$ cat src/rtl/rrq_pkg.sv
// Shared definitions for the rrq_wrr read-request scheduler.
package rrq_pkg;

    // Scheduler states
    localparam logic [0:0] IDLE = 1'b0;
    localparam logic [0:0] BUSY = 1'b1;

    // A zero weight still earns one grant per round
    function automatic int unsigned weight_or_one(input int unsigned w);
        return (w == 0) ? 1 : w;
    endfunction

    // Ceiling log2; clog2(1) = 0
    function automatic int unsigned clog2(input int unsigned v);
        int unsigned r;
        for (r = 0; (32'd1 << r) < v; r++) begin
        end
        return r;
    endfunction

endpackage

$ cat src/rtl/rrq_wrr_if.sv
// Bus between the per-app queues / read engine and the scheduler.
interface rrq_wrr_if #(
    parameter int TOTAL_APPS     = 8,
    parameter int APP_ID_WIDTH   = 3,
    parameter int FIFO_ADD_WIDTH = 10,
    parameter int WEIGHT_WIDTH   = 4
);
    logic [TOTAL_APPS-1:0]              data_queue_empty;
    logic [TOTAL_APPS-1:0]              app_enable;
    logic [TOTAL_APPS*WEIGHT_WIDTH-1:0] weights;
    logic [FIFO_ADD_WIDTH-1:0]          occupants;
    logic [FIFO_ADD_WIDTH-1:0]          occ_threshold;
    logic                               read_done;
    logic [TOTAL_APPS-1:0]              fifo_re;
    logic                               read_queue;
    logic [APP_ID_WIDTH-1:0]            app_id;
    logic                               timeout_pulse;
    logic                               stray_re_err;

    // Scheduler side
    modport master (
        input  data_queue_empty, app_enable, weights, occupants, occ_threshold,
               read_done, fifo_re,
        output read_queue, app_id, timeout_pulse, stray_re_err
    );

    // Queue / read-engine side
    modport slave (
        output data_queue_empty, app_enable, weights, occupants, occ_threshold,
               read_done, fifo_re,
        input  read_queue, app_id, timeout_pulse, stray_re_err
    );
endinterface

$ cat src/rtl/rrq_wrr_rr_pick.sv
// Rotating-priority picker: first requester after ptr, wrapping modulo N.
module rr_pick #(
    parameter int N = 8,
    parameter int W = 3
) (
    input  logic [N-1:0] req,
    input  logic [W-1:0] ptr,
    output logic         found,
    output logic [W-1:0] winner
);
    localparam int unsigned NU = N;

    int unsigned idx;

    // Scan ptr+1 .. ptr+N; the last step revisits ptr itself
    always_comb begin
        found  = 1'b0;
        winner = '0;
        idx    = 0;
        for (int unsigned k = 1; k <= NU; k++) begin
            idx = (32'(ptr) + k) % NU;
            if (!found && req[idx]) begin
                found  = 1'b1;
                winner = W'(idx);
            end
        end
    end
endmodule

$ cat src/rtl/rrq_wrr.sv
// Read-request scheduler: round-robin / weighted round-robin with
// occupancy backpressure, transaction watchdog and stray-read flag.
module rrq_wrr
    import rrq_pkg::*;
#(
    parameter int TOTAL_APPS     = 8,
    parameter int APP_ID_WIDTH   = 3,
    parameter int FIFO_ADD_WIDTH = 10,
    parameter int WEIGHT_WIDTH   = 4,
    parameter int MODE           = 0,
    parameter int TIMEOUT        = 1024
) (
    input logic       clk,
    input logic       rst,
    rrq_wrr_if.master bus
);
    localparam int unsigned WD_RAW = clog2(TIMEOUT + 1);
    localparam int unsigned WD_W   = (WD_RAW < 1) ? 1 : WD_RAW;
    localparam logic [WD_W-1:0] WD_LAST = WD_W'((TIMEOUT == 0) ? 0 : TIMEOUT - 1);

    logic [0:0]              state;
    logic                    rq_q;
    logic [APP_ID_WIDTH-1:0] id_q;
    logic                    to_q;
    logic                    err_q;
    logic [APP_ID_WIDTH-1:0] rr_ptr;
    logic [WEIGHT_WIDTH-1:0] credit;
    logic [WD_W-1:0]         watchdog;

    logic [TOTAL_APPS-1:0]   eligible;
    logic [TOTAL_APPS-1:0]   own_bit;
    logic                    pick_found;
    logic [APP_ID_WIDTH-1:0] pick_winner;
    logic                    hold;
    logic                    can_go;
    logic [APP_ID_WIDTH-1:0] grant_id;
    logic [WEIGHT_WIDTH-1:0] cur_w;

    rr_pick #(
        .N (TOTAL_APPS),
        .W (APP_ID_WIDTH)
    ) u_pick (
        .req    (eligible),
        .ptr    (rr_ptr),
        .found  (pick_found),
        .winner (pick_winner)
    );

    // Eligibility, arbitration decision and the per-app read-strobe mask
    always_comb begin
        eligible = ~bus.data_queue_empty & bus.app_enable;
        hold     = (MODE == 1) && (credit != '0) && eligible[rr_ptr];
        can_go   = (state == IDLE) && pick_found && (bus.occupants < bus.occ_threshold);
        grant_id = hold ? rr_ptr : pick_winner;
        cur_w    = bus.weights[int'(pick_winner)*WEIGHT_WIDTH +: WEIGHT_WIDTH];
        own_bit  = '0;
        own_bit[id_q] = 1'b1;
    end

    // Grant / completion / watchdog FSM with weighted credit bookkeeping
    always_ff @(posedge clk or posedge rst) begin
        if (rst) begin
            state    <= IDLE;
            rq_q     <= 1'b0;
            id_q     <= '0;
            to_q     <= 1'b0;
            rr_ptr   <= APP_ID_WIDTH'(TOTAL_APPS - 1);
            credit   <= '0;
            watchdog <= '0;
        end else begin
            to_q <= 1'b0;
            case (state)
                IDLE: begin
                    if (can_go) begin
                        state    <= BUSY;
                        rq_q     <= 1'b1;
                        id_q     <= grant_id;
                        rr_ptr   <= grant_id;
                        watchdog <= '0;
                        if ((MODE == 1) && !hold)
                            credit <= WEIGHT_WIDTH'(weight_or_one(32'(cur_w)));
                    end else if ((credit != '0) && !eligible[rr_ptr]) begin
                        credit <= '0;
                    end
                end
                BUSY: begin
                    if (bus.read_done) begin
                        state <= IDLE;
                        rq_q  <= 1'b0;
                        if (credit != '0)
                            credit <= credit - 1'b1;
                    end else if ((TIMEOUT != 0) && (watchdog == WD_LAST)) begin
                        state  <= IDLE;
                        rq_q   <= 1'b0;
                        to_q   <= 1'b1;
                        credit <= '0;
                    end else if (TIMEOUT != 0) begin
                        watchdog <= watchdog + 1'b1;
                    end
                end
                default: state <= IDLE;
            endcase
        end
    end

    // Sticky flag for queue reads that do not belong to the granted app
    always_ff @(posedge clk or posedge rst) begin
        if (rst)
            err_q <= 1'b0;
        else if ((state == BUSY) ? |(bus.fifo_re & ~own_bit) : |bus.fifo_re)
            err_q <= 1'b1;
    end

    assign bus.read_queue    = rq_q;
    assign bus.app_id        = id_q;
    assign bus.timeout_pulse = to_q;
    assign bus.stray_re_err  = err_q;
endmodule

$ cat src/flat_wrapper.sv
// flat-port wrapper written by rule: the top's interface ports become plain ports
module rrq_wrr_flat import rrq_pkg::*;
#(
    parameter int TOTAL_APPS     = 8,
    parameter int APP_ID_WIDTH   = 3,
    parameter int FIFO_ADD_WIDTH = 10,
    parameter int WEIGHT_WIDTH   = 4,
    parameter int MODE           = 0,
    parameter int TIMEOUT        = 1024
)
  (clk, rst, bus_data_queue_empty, bus_app_enable, bus_weights, bus_occupants, bus_occ_threshold, bus_read_done, bus_fifo_re, bus_read_queue, bus_app_id, bus_timeout_pulse, bus_stray_re_err);
  rrq_wrr_if #(.TOTAL_APPS(TOTAL_APPS), .APP_ID_WIDTH(APP_ID_WIDTH), .FIFO_ADD_WIDTH(FIFO_ADD_WIDTH), .WEIGHT_WIDTH(WEIGHT_WIDTH)) bus_i ();
  input logic clk;
  input logic rst;
  input wire logic [$bits(bus_i.data_queue_empty)-1:0] bus_data_queue_empty;
  input wire logic [$bits(bus_i.app_enable)-1:0] bus_app_enable;
  input wire logic [$bits(bus_i.weights)-1:0] bus_weights;
  input wire logic [$bits(bus_i.occupants)-1:0] bus_occupants;
  input wire logic [$bits(bus_i.occ_threshold)-1:0] bus_occ_threshold;
  input wire logic [$bits(bus_i.read_done)-1:0] bus_read_done;
  input wire logic [$bits(bus_i.fifo_re)-1:0] bus_fifo_re;
  output wire logic [$bits(bus_i.read_queue)-1:0] bus_read_queue;
  output wire logic [$bits(bus_i.app_id)-1:0] bus_app_id;
  output wire logic [$bits(bus_i.timeout_pulse)-1:0] bus_timeout_pulse;
  output wire logic [$bits(bus_i.stray_re_err)-1:0] bus_stray_re_err;
  assign bus_i.data_queue_empty = bus_data_queue_empty;
  assign bus_i.app_enable = bus_app_enable;
  assign bus_i.weights = bus_weights;
  assign bus_i.occupants = bus_occupants;
  assign bus_i.occ_threshold = bus_occ_threshold;
  assign bus_i.read_done = bus_read_done;
  assign bus_i.fifo_re = bus_fifo_re;
  assign bus_read_queue = bus_i.read_queue;
  assign bus_app_id = bus_i.app_id;
  assign bus_timeout_pulse = bus_i.timeout_pulse;
  assign bus_stray_re_err = bus_i.stray_re_err;
  rrq_wrr #(.TOTAL_APPS(TOTAL_APPS), .APP_ID_WIDTH(APP_ID_WIDTH), .FIFO_ADD_WIDTH(FIFO_ADD_WIDTH), .WEIGHT_WIDTH(WEIGHT_WIDTH), .MODE(MODE), .TIMEOUT(TIMEOUT)) u_core (.clk(clk), .rst(rst), .bus(bus_i));
endmodule
$ cat config.mk
export PLATFORM = sky130hd
export DESIGN_NAME = rrq_wrr_flat
export DESIGN_NICKNAME = d
export VERILOG_FILES = /design/src/rtl/rrq_pkg.sv /design/src/rtl/rrq_wrr_if.sv /design/src/rtl/rrq_wrr_rr_pick.sv /design/src/rtl/rrq_wrr.sv /design/src/flat_wrapper.sv
export SDC_FILE = /design/constraint.sdc
export NUM_CORES = 1
export LEC_CHECK = 0
export ABC_AREA = 1
export ABC_CLOCK_PERIOD_IN_PS = 3900
export CORE_MARGIN = 3
export CORE_UTILIZATION = 26
export DETAILED_ROUTE_END_ITERATION = 10
export HOLD_SLACK_MARGIN = 0.05
export SETUP_SLACK_MARGIN = 0.3
export SYNTH_ARGS = -nofsm -noshare
export SYNTH_HDL_FRONTEND = slang
export SYNTH_SLANG_ARGS = --single-unit
$ cat constraint.sdc
create_clock -name clk -period 3.9 [get_ports clk]
set_clock_uncertainty 0.2 [all_clocks]
set_input_delay 0.585 -clock clk [delete_from_list [all_inputs] [get_ports clk]]
set_output_delay 0.585 -clock clk [all_outputs]
set_load 0.02 [all_outputs]
==> results of run 1 <==
final cells by class:
class                           instances  area, sq um
Fill cell                             833         5100
Multi-Input combinational cell        251         1380
Timing Repair Buffer                   55          543
Sequential cell                        21          529
Inverter                               45          169
Tap cell                              102          128
Clock buffer                            4         45.0
worst reg2reg max path, delay by kind of cell, from the launching register on:
family	cells	cell delay, ps
buf+inv	4	680
flops	1	540
simple gates	10	1120
fa+ha+maj	1	450
flip-flops by register name, indices dropped and copies added, names as in the netlist:
signal / count
u_core.rr_ptr: 3
u_core.state: 1
u_core.bus.read_queue: 1
u_core.bus.app_id: 3
u_core.bus.timeout_pulse: 1
u_core.bus.stray_re_err: 1
u_core.watchdog: 11
per-layer routing:
layer | vias to the layer above | GRT usage (%)
met3 | 10 | 1.73
met2 | 43 | 21.0
met1 | 959 | 14.7
met4 | 0 | 2.16
met5 | - | 0
li1 | 1160 | -
cell families after synthesis:
kind of cell	Yosys count	synth area share, %
compound gates	18	4.76
xor+xnor	11	5.69
fa+ha+maj	12	6.97
buf+inv	55	11.6
flops	21	24.6
simple gates	210	46.4
synthesized netlist by cell type (3+ instances only):
| cell | count |
|---|---|
| sky130_fd_sc_hd__buf_4 | 3 |
| sky130_fd_sc_hd__dfrtp_1 | 18 |
| sky130_fd_sc_hd__ha_1 | 12 |
| sky130_fd_sc_hd__nand4_1 | 9 |
| sky130_fd_sc_hd__buf_6 | 4 |
| sky130_fd_sc_hd__inv_1 | 44 |
| sky130_fd_sc_hd__xor2_1 | 7 |
| sky130_fd_sc_hd__nand3b_1 | 4 |
| sky130_fd_sc_hd__nor4_1 | 3 |
| sky130_fd_sc_hd__nand2_1 | 84 |
| sky130_fd_sc_hd__nand3_2 | 9 |
| sky130_fd_sc_hd__a21oi_1 | 7 |
| sky130_fd_sc_hd__nor2_1 | 34 |
| sky130_fd_sc_hd__o21ai_0 | 5 |
| sky130_fd_sc_hd__nand3_1 | 58 |
| sky130_fd_sc_hd__dfstp_2 | 3 |
final timing paths:
| kind | startpoint | end | slack [ps] | depth (start not counted) |
|---|---|---|---|---|
| max | u_core.rr_ptr[0]$_DFFE_PP1P_ | u_core.bus.app_id[0]$_DFFE_PP0P_ | 810 | 15 |
| min | u_core.bus.stray_re_err$_DFFE_PP0P_ | u_core.bus.stray_re_err$_DFFE_PP0P_ | 320 | 2 |
| max reg2reg | u_core.rr_ptr[0]$_DFFE_PP1P_ | u_core.bus.app_id[0]$_DFFE_PP0P_ | 810 | 15 |
| min reg2reg | u_core.bus.stray_re_err$_DFFE_PP0P_ | u_core.bus.stray_re_err$_DFFE_PP0P_ | 320 | 2 |
| max in group asynchronous | rst | u_core.bus.app_id[0]$_DFFE_PP0P_ | 2420 | 2 |
| min in group asynchronous | rst | u_core.watchdog[1]$_DFFE_PP0P_ | 590 | 2 |
per-stage QoR:
stage | cells | instance area (sq um)
floorplan | 327 | 2150
global placement | 474 | 2740
detailed placement | 474 | 2740
CTS | 478 | 2790
global route | 478 | 2790
finish | 478 | 2790
where the power goes:
group / internal [W] / leakage, nW / switching [W] / total, W
sequential: 0.000284 / 0.267 / 0.0000684 / 0.000352
combinational: 0.000456 / 1.06 / 0.000833 / 0.00129
clock: 0.0000726 / 0.0228 / 0.0000656 / 0.000138
cell usage in the layout, fill, tap and decap left out, drive strengths merged:
cell and n:
o21bai 2, ha 12, buf 3, or4 1, nor2 36, a31oi 1, o211ai 1, clkbuf 4
nor4 3, dfrtp 18, o21ai 6, nand2 85, inv 45, a221oi 1, a21oi 7, dfstp 3
nand3b 4, xor2 9, nor3 2, nand3 67, xnor2 2, clkdlybuf4s50 52, nand4 10, or2 2
==> flow_summary.ini, run 1 <==
[status]
outcome = finished, final reports clean

[synthesis]
synth_seq_cells = 21
synthTopCellsByArea = sky130_fd_sc_hd__dfrtp_1, sky130_fd_sc_hd__nand2_1, sky130_fd_sc_hd__nand3_1
syn_inst = 327
async_flop_share_pct = 100
syn_area_per_cell_sq_um = 6.59
synth.largest_area_cell = sky130_fd_sc_hd__dfrtp_1
ys_warn_count = 0
synth-seq-area-share_pct = 24.6
synth-edff-count = 0
mappedNetlistArea_sq_um = 2150
syn-num-nets = 418
synth_top_area_share_pct = 20.9
synth_cell_type_count = 33
ys.flop_type = sky130_fd_sc_hd__dfrtp_1

[min_path]
hold_class = reg2reg

[die]
io_pins = 85
dieWidth_um = 97.0
row_count = 32
die-area_sq_um = 9410
core_region_area_sq_um = 7890
initial_cell_density_of_the_core_pct = 27.3
die_y_extent_um = 97.0

[cts]
cts_hold_repair.buffers = 0
clkTransAtPathRegs_ps = 70
ctsResizeCount = 0
clock_sink_count = 21
deepest_clock_path_buffer_count = 2
tritoncts = done
ctsRootBufferMaster = sky130_fd_sc_hd__clkbuf_8
setup_repair_bufs_after_cts = 0
worstSkewPairLatency_ps = 260
tritoncts.num_buffers = 3
cts_max_level = 1

[sta]
timing.fmax_mhz = 323
grt_setup_unrepaired = false
post-route-period-util_pct = 79.3
final_period_minus_worst_setup_slack_ps = 3090
setup_slack_ps = 806
max-slew-margin-rel_pct = 47.6
tightestPinTransition_ps = 785
timing.setup.tns_ps = 0
report.final.hold_viol_count = 0
drv_slew = 0
fin_hold_ws_ps = 317
finalSetupViolCount = 0

[global_routing]
overall_global_routing_resource_usage_pct = 11.6
grt_start_max_net_pins = 22
antenna_found_initial = 0
globalRoute.totalOverflow = 0
grt_first_pass_wirelength_um = 9460
first_global_vias = 2081

[drt]
drtPass1Iterations = 4
iteration_0_drc_count_of_the_detailed_router = 83
wire_length_on_met3_um = 190
routed-via-count = 2172
routed_wl_um = 5510
detail_route.drc_violations = 0
routed.top_layer = met4
m1WireLength_um = 2550
avgRoutedWirePerCell_um = 11.5
antenna_violating_nets_post_route = 0
avgViaCountPerCell = 4.54
wl_met2_um = 2700

[worst_setup_path]
cp_num_buf_inv = 4
cp_data_arrival_time_ps = 3040
critical_path.max_fanout = 19
setup.worst_path.class = reg2reg
critical_path_required_ps = 3840
slowest_delay_ps = 540
timing.critical_path.max_delay_family = simple AND/OR/NAND/NOR gates
slowest_stage = sky130_fd_sc_hd__dfstp_2
worstSetupEndpointType = register
critical_path.cell_chain = inv_2 > ha_1 > inv_1 > nand3_1 > nand3_2 > nand2_1 > nor2_1 > nand4_2 > nor2_4 > nand3_2 > nand3_2 > buf_4 > inv_1 > nand2_1 > nand2_1
startpoint_type = register

[power]
finalPower_w = 0.00178
irDropWorstVdd_v = 0.000289
powerDensity_nw_per_um2 = 638
power.static_leakage_nw = 1.35

[cells_and_area]
final_nets = 468
antenna_cells = 0
final_layout_size_suffix_gt1_share_pct = 7.18
area.growth.synth_to_final_pct = 29.5
post-route-util_pct = 35.4

[placement]
post-dp-hpwl_um = 4370
finalWeightedCongestion = 0.871
port-buffer-count = 52
pre_cts_ws_ps = 803

[run]
cap_viol_max_count = 0
Power figures use the tool's default switching activity.
==> run 2, diff against run 1 <==
- ABC_CLOCK_PERIOD_IN_PS: 3900 -> 3080
- clock period: 3.9 -> 3.08 ns (I/O delays scaled with it)
==> run 2 against run 1 <==
Net effect:
- critical path type unchanged
- critical path depth is the same
- clock-buffer cell count decreased by 1
- clock power increased by 30%
==> flow_summary.ini, run 2 (synthesized netlist as in run 1, its figures left out) <==
[status]
outcome = finished, final reports clean

[die]
initial_cell_density_of_the_core_pct = 27.3
row_count = 32
die-area_sq_um = 9410
io_pins = 85
dieWidth_um = 97.0
core_region_area_sq_um = 7890
die_y_extent_um = 97.0

[cts]
tritoncts = done
ctsRootBufferMaster = sky130_fd_sc_hd__clkbuf_8
clkTransAtPathRegs_ps = 80
cts_hold_repair.buffers = 0
tritoncts.num_buffers = 3
clock_sink_count = 21
deepest_clock_path_buffer_count = 2
cts_max_level = 1
worstSkewPairLatency_ps = 260

[drt]
antenna_violating_nets_post_route = 0
drtPass1Iterations = 4
avgViaCountPerCell = 4.76
detail_route.drc_violations = 0
routed_wl_um = 5990
avgRoutedWirePerCell_um = 12.2
iteration_0_drc_count_of_the_detailed_router = 79
routed-via-count = 2341

[cells_and_area]
top_register = u_core.watchdog
antenna_cells = 0
final_layout_size_suffix_gt1_share_pct = 16.9
final_common_cell = sky130_fd_sc_hd__nand2_1
final_cell_count_no_fill = 492
largest_register_ff_count = 11
layout_common_cells = sky130_fd_sc_hd__nand2_1, sky130_fd_sc_hd__clkdlybuf4s50_1, sky130_fd_sc_hd__nand3_1, sky130_fd_sc_hd__inv_1, sky130_fd_sc_hd__nor2_1
regArea_sq_um = 529
area.growth.synth_to_final_pct = 44.0
design_area_sq_um = 3100
multi_input_area_sq_um = 1520
num-fill-cells = 805
final_nets = 482

[worst_setup_path]
worstSetupEndpointType = register
cp_data_arrival_time_ps = 2610
setup.worst_path.class = reg2reg
critical_path.cell_chain = clkinvlp_4 > ha_4 > buf_8 > nand3_2 > nand3_2 > nand2_2 > nor2_4 > nand4_4 > nor2_4 > nand3_2 > nand3_4 > buf_12 > inv_2 > nand2_2 > nand2_1
critical_path_required_ps = 3040
reg2reg_setup_slack_ps = 430
critical_path.max_fanout = 6
startpoint_type = register
crit_path_frequent_cell = sky130_fd_sc_hd__nand3_2
slowest_stage = sky130_fd_sc_hd__dfstp_2
slowest_delay_ps = 560

[sta]
timing.fmax_mhz = 377
tightestPinTransition_ps = 805
report.final.hold_viol_count = 0
timing.setup.tns_ps = 0
grt_setup_unrepaired = false
finalSetupViolCount = 0
max-slew-margin-rel_pct = 46.3
final_period_minus_worst_setup_slack_ps = 2650
drv_slew = 0
post-route-period-util_pct = 86.2

[global_routing]
first_global_vias = 2253
grt_start_max_net_pins = 22
globalRoute.totalOverflow = 0
antenna_found_initial = 0
grt_first_pass_wirelength_um = 10100
overall_global_routing_resource_usage_pct = 12.4

[placement]
detailed_place.area_sq_um = 2770
numPlacedInstances = 478
finalWeightedCongestion = 0.893
post-dp-hpwl_um = 4430
port-buffer-count = 52

[power]
powerDensity_nw_per_um2 = 928
irDropWorstVdd_v = 0.000426
power.static_leakage_nw = 1.46

[run]
cap_viol_max_count = 0

[min_path]
hold_class = reg2reg
run 2: final timing paths:
kind | startpoint | end | cells after the start
max | u_core.rr_ptr[1]$_DFFE_PP1P_ | u_core.bus.app_id[1]$_DFFE_PP0P_ | 15
min | u_core.bus.stray_re_err$_DFFE_PP0P_ | u_core.bus.stray_re_err$_DFFE_PP0P_ | 2
max reg2reg | u_core.rr_ptr[1]$_DFFE_PP1P_ | u_core.bus.app_id[1]$_DFFE_PP0P_ | 15
min reg2reg | u_core.bus.stray_re_err$_DFFE_PP0P_ | u_core.bus.stray_re_err$_DFFE_PP0P_ | 2
max in group asynchronous | rst | u_core.watchdog[7]$_DFFE_PP0P_ | 2
min in group asynchronous | rst | u_core.watchdog[2]$_DFFE_PP0P_ | 2
run 2: layout make-up:
type                       count  area share, %
sequential                    21           17.1
clock inverter                 1          0.161
tap                          102           4.11
multi-input combinational    251           48.9
clock buffer                   3           1.33
timing repair buffer          69           22.8
inverter                      45           5.65
run 2: through the flow:
| stage | setup slack (ps) | total power (W) | hold slack (ps) | util [%] |
|---|---|---|---|---|
| after global routing | 289 | 0.00316 | 349 | 39.3 |
| after detailed placement | 165 | 0.00213 | 286 | 35.2 |
| after floorplan | 314 | 0.00172 | 236 | - |
| final | 425 | 0.00288 | 300 | 39.3 |
| after CTS | 303 | 0.00237 | 304 | 36.2 |
| after global placement | 157 | 0.00211 | 292 | 35.2 |
run 2: power by group:
part	leakage, nW	internal [W]	switching (W)	total (W)
Sequential	0.267	0.000360	0.0000989	0.000459
Clock	0.0255	0.0000902	0.0000903	0.000180
Combinational	1.17	0.000926	0.00131	0.00224
Total	1.46	0.00138	0.00150	0.00288
run 2: critical path, delay by kind of cell, from the launching register on:
family,cells,cell delay (ps)
simple gates,10,970
flops,1,560
buf+inv,4,470
fa+ha+maj,1,340
run 2: timing repair:
action | in CTS | in global routing
buffers inserted | 1 | 7
gates cloned | 0 | 2
pin swaps | 1 | 7
gates resized for setup | 6 | 34
hold endpoints to repair | 0 | 0
endpoints found under the setup margin | 19 | 19
run 2: routing by layer:
| layer | routed length, um | track usage [%] | up-vias |
|---|---|---|---|
| li1 | - | - | 1193 |
| met1 | 2640 | 16.2 | 1082 |
| met2 | 3040 | 21.5 | 57 |
| met3 | 216 | 1.44 | 9 |
| met4 | 95 | 3.78 | 0 |
| met5 | 0 | 0 | - |
==> run 3, diff against run 2 <==
- CELL_PAD_IN_SITES_DETAIL_PLACEMENT: default -> 1
- CELL_PAD_IN_SITES_GLOBAL_PLACEMENT: default -> 1
- PLACE_DENSITY_LB_ADDON: default -> 0.1
==> run 3 against run 2 <==
Net effect:
- combinational power fell by 8%
- setup slack improved by 37 ps
- first-iteration DRC count down 13%
- die area is the same
- clock power hardly changed
- sequential share of layout area increased by 0.61 points
- via count decreased by 1.8%
- non-clock buffer count is 2 lower
- critical endpoint unchanged
- global-route usage up 1.3 points
- fmax up 1.4%
- total power decreased by 6.6%
- clock-buffer cell count up 1
==> flow_summary.ini, run 3 (synthesized netlist as in run 1, its figures left out) <==
[power]
finalPower_w = 0.00269
powerDensity_nw_per_um2 = 897
power.static_leakage_nw = 1.43
sw_frac_of_total_pct = 53.2
share_clk_of_total_power_pct = 6.8
power.share.sequential_pct = 16.9
p_switching_w = 0.00143
design_internal_power_w = 0.00126
combinationalPowerShare_pct = 76.3
irDropWorstVdd_v = 0.000336

[min_path]
hold_path_depth = 2
hold_class = reg2reg
worst_hold_path.endpoint = u_core.bus.stray_re_err$_DFFE_PP0P_
hold_path_startpoint = u_core.bus.stray_re_err$_DFFE_PP0P_

[cts]
ctsRootBufferMaster = sky130_fd_sc_hd__clkbuf_8
worstSkewPairLatency_ps = 260
tritoncts = done
deepest_clock_path_buffer_count = 2
cts_max_level = 1
clock_sink_count = 21
clkTransAtPathRegs_ps = 80
cts_hold_repair.buffers = 0
tritoncts.num_buffers = 3

[die]
io_pins = 85
core_region_area_sq_um = 7890
die-area_sq_um = 9410
row_count = 32
initial_cell_density_of_the_core_pct = 27.3
dieWidth_um = 97.0
die_y_extent_um = 97.0

[drt]
detail_route.drc_violations = 0
iteration_0_drc_count_of_the_detailed_router = 69
routed-via-count = 2299
avgRoutedWirePerCell_um = 13.7
drtPass1Iterations = 4
routed_wl_um = 6730
avgViaCountPerCell = 4.69
antenna_violating_nets_post_route = 0

[cells_and_area]
num-fill-cells = 995
final_nets = 480
layout_common_cells = sky130_fd_sc_hd__nand2_1, sky130_fd_sc_hd__nand3_1, sky130_fd_sc_hd__clkdlybuf4s50_1, sky130_fd_sc_hd__inv_1, sky130_fd_sc_hd__nor2_1
final_common_cell = sky130_fd_sc_hd__nand2_1
area.growth.synth_to_final_pct = 39.0
final_layout_size_suffix_gt1_share_pct = 14.4
antenna_cells = 0
top_register = u_core.watchdog
largest_register_ff_count = 11

[placement]
port-buffer-count = 52
finalWeightedCongestion = 0.834
post-dp-hpwl_um = 5170

[worst_setup_path]
critical_path.max_fanout = 10
cp_data_arrival_time_ps = 2570
timing.critical_path.max_delay_family = simple AND/OR/NAND/NOR gates
reg2reg_setup_slack_ps = 460
startpoint_type = register
r2r_start = u_core.rr_ptr[1]$_DFFE_PP1P_
register_to_register_path_depth = 15
crit-reg2reg-capture = u_core.bus.app_id[1]$_DFFE_PP0P_
setup.worst_path.class = reg2reg
slowest_delay_ps = 590
critical_path.cell_chain = inv_2 > ha_4 > buf_6 > nand3_1 > nand3_2 > nand2_2 > inv_1 > nand4_2 > nor2_4 > nand3_2 > nand3_4 > buf_12 > inv_1 > nand2_1 > nand2_1
worstSetupEndpointType = register
slowest_stage = sky130_fd_sc_hd__dfstp_2
cp_num_buf_inv = 5
critical_path_required_ps = 3030

[run]
cap_viol_max_count = 0

[status]
outcome = finished, final reports clean

[sta]
grt_setup_unrepaired = false
report.final.hold_viol_count = 0
max-slew-margin-rel_pct = 43.0
final_period_minus_worst_setup_slack_ps = 2620
timing.setup.tns_ps = 0
post-route-period-util_pct = 85.0
finalSetupViolCount = 0
timing.fmax_mhz = 382
tightestPinTransition_ps = 855
drv_slew = 0

[global_routing]
antenna_found_initial = 0
overall_global_routing_resource_usage_pct = 13.7
first_global_vias = 2323
grt_start_max_net_pins = 22
globalRoute.totalOverflow = 0
grt_first_pass_wirelength_um = 11000
[run 3: cell count changes in the layout (fill, tap and decap cells not counted), moves of 2 or more]
cell | previous run | this run
sky130_fd_sc_hd__nand2_1 | 77 | 80
sky130_fd_sc_hd__nand3_1 | 51 | 54
sky130_fd_sc_hd__nand2_2 | 6 | 4
sky130_fd_sc_hd__nand3_4 | 3 | 1
[run 3: power by group through the flow]
stage	clock network, W	registers (W)	logic, W
after detailed placement	0	0.000456	0.00176
after floorplan	0	0.000446	0.00127
after CTS	0.000194	0.000453	0.00179
after global placement	0	0.000459	0.00175
final	0.000183	0.000455	0.00205
after global routing	0.000207	0.000474	0.00230
[run 3: how the worst max path moves through the flow]
stage,start,end,slack (ps),cells after the start
detailed placement,bus_occ_threshold[3],u_core.watchdog[0]$_DFFE_PP0P_,130,12
global placement,bus_occ_threshold[3],u_core.watchdog[1]$_DFFE_PP0P_,200,12
CTS,u_core.rr_ptr[1]$_DFFE_PP1P_,u_core.bus.app_id[1]$_DFFE_PP0P_,320,15
finish,u_core.rr_ptr[1]$_DFFE_PP1P_,u_core.bus.app_id[1]$_DFFE_PP0P_,460,15
global route,bus_occ_threshold[5],u_core.bus.app_id[1]$_DFFE_PP0P_,300,13
floorplan,u_core.rr_ptr[1]$_DFFE_PP1P_,u_core.watchdog[2]$_DFFE_PP0P_,310,17
[run 3: tightest hold or removal path, cell delays in order (launching register included)]
cell	delay (ps)
sky130_fd_sc_hd__dfrtp_1	360
sky130_fd_sc_hd__a21oi_1	50
sky130_fd_sc_hd__nand3_1	70
[run 3: layout make-up]
| class | count | area, sq um | area share [%] |
|---|---|---|---|
| sequential | 21 | 529 | 17.7 |
| clock buffer | 4 | 45.0 | 1.50 |
| timing repair buffer | 67 | 667 | 22.3 |
| multi-input combinational | 251 | 1460 | 48.6 |
| tap | 102 | 128 | 4.26 |
| inverter | 45 | 169 | 5.64 |
[run 3: through the flow]
step	worst slack, ps	std cells	cell area, sq um	utilization [%]	hold slack (ps)
floorplan	314	327	2150	-	236
global placement	199	479	2790	35.4	301
detailed placement	128	479	2790	35.4	290
CTS	319	483	2840	36.1	322
global route	302	490	2990	38.0	344
finish	463	490	2990	38.0	311
[run 3: what timing repair did]
action / 4_1_cts / 5_1_grt
buffers inserted: 0 / 6
setup endpoints to repair: 15 / 19
cloned: 0 / 1
gates resized for setup: 3 / 19
pin swaps: 0 / 2
[run 3: per-layer routing]
metal / GRT usage [%] / routed length [um] / share of wire (%) / vias up
met2: 21.7 / 2850 / 42 / 57
met3: 2.24 / 346 / 5.1 / 2
met5: 0 / 0 / 0 / -
met1: 20.3 / 3510 / 52 / 1055
met4: 1.62 / 19 / 0.28 / 0
li1: - / - / - / 1185
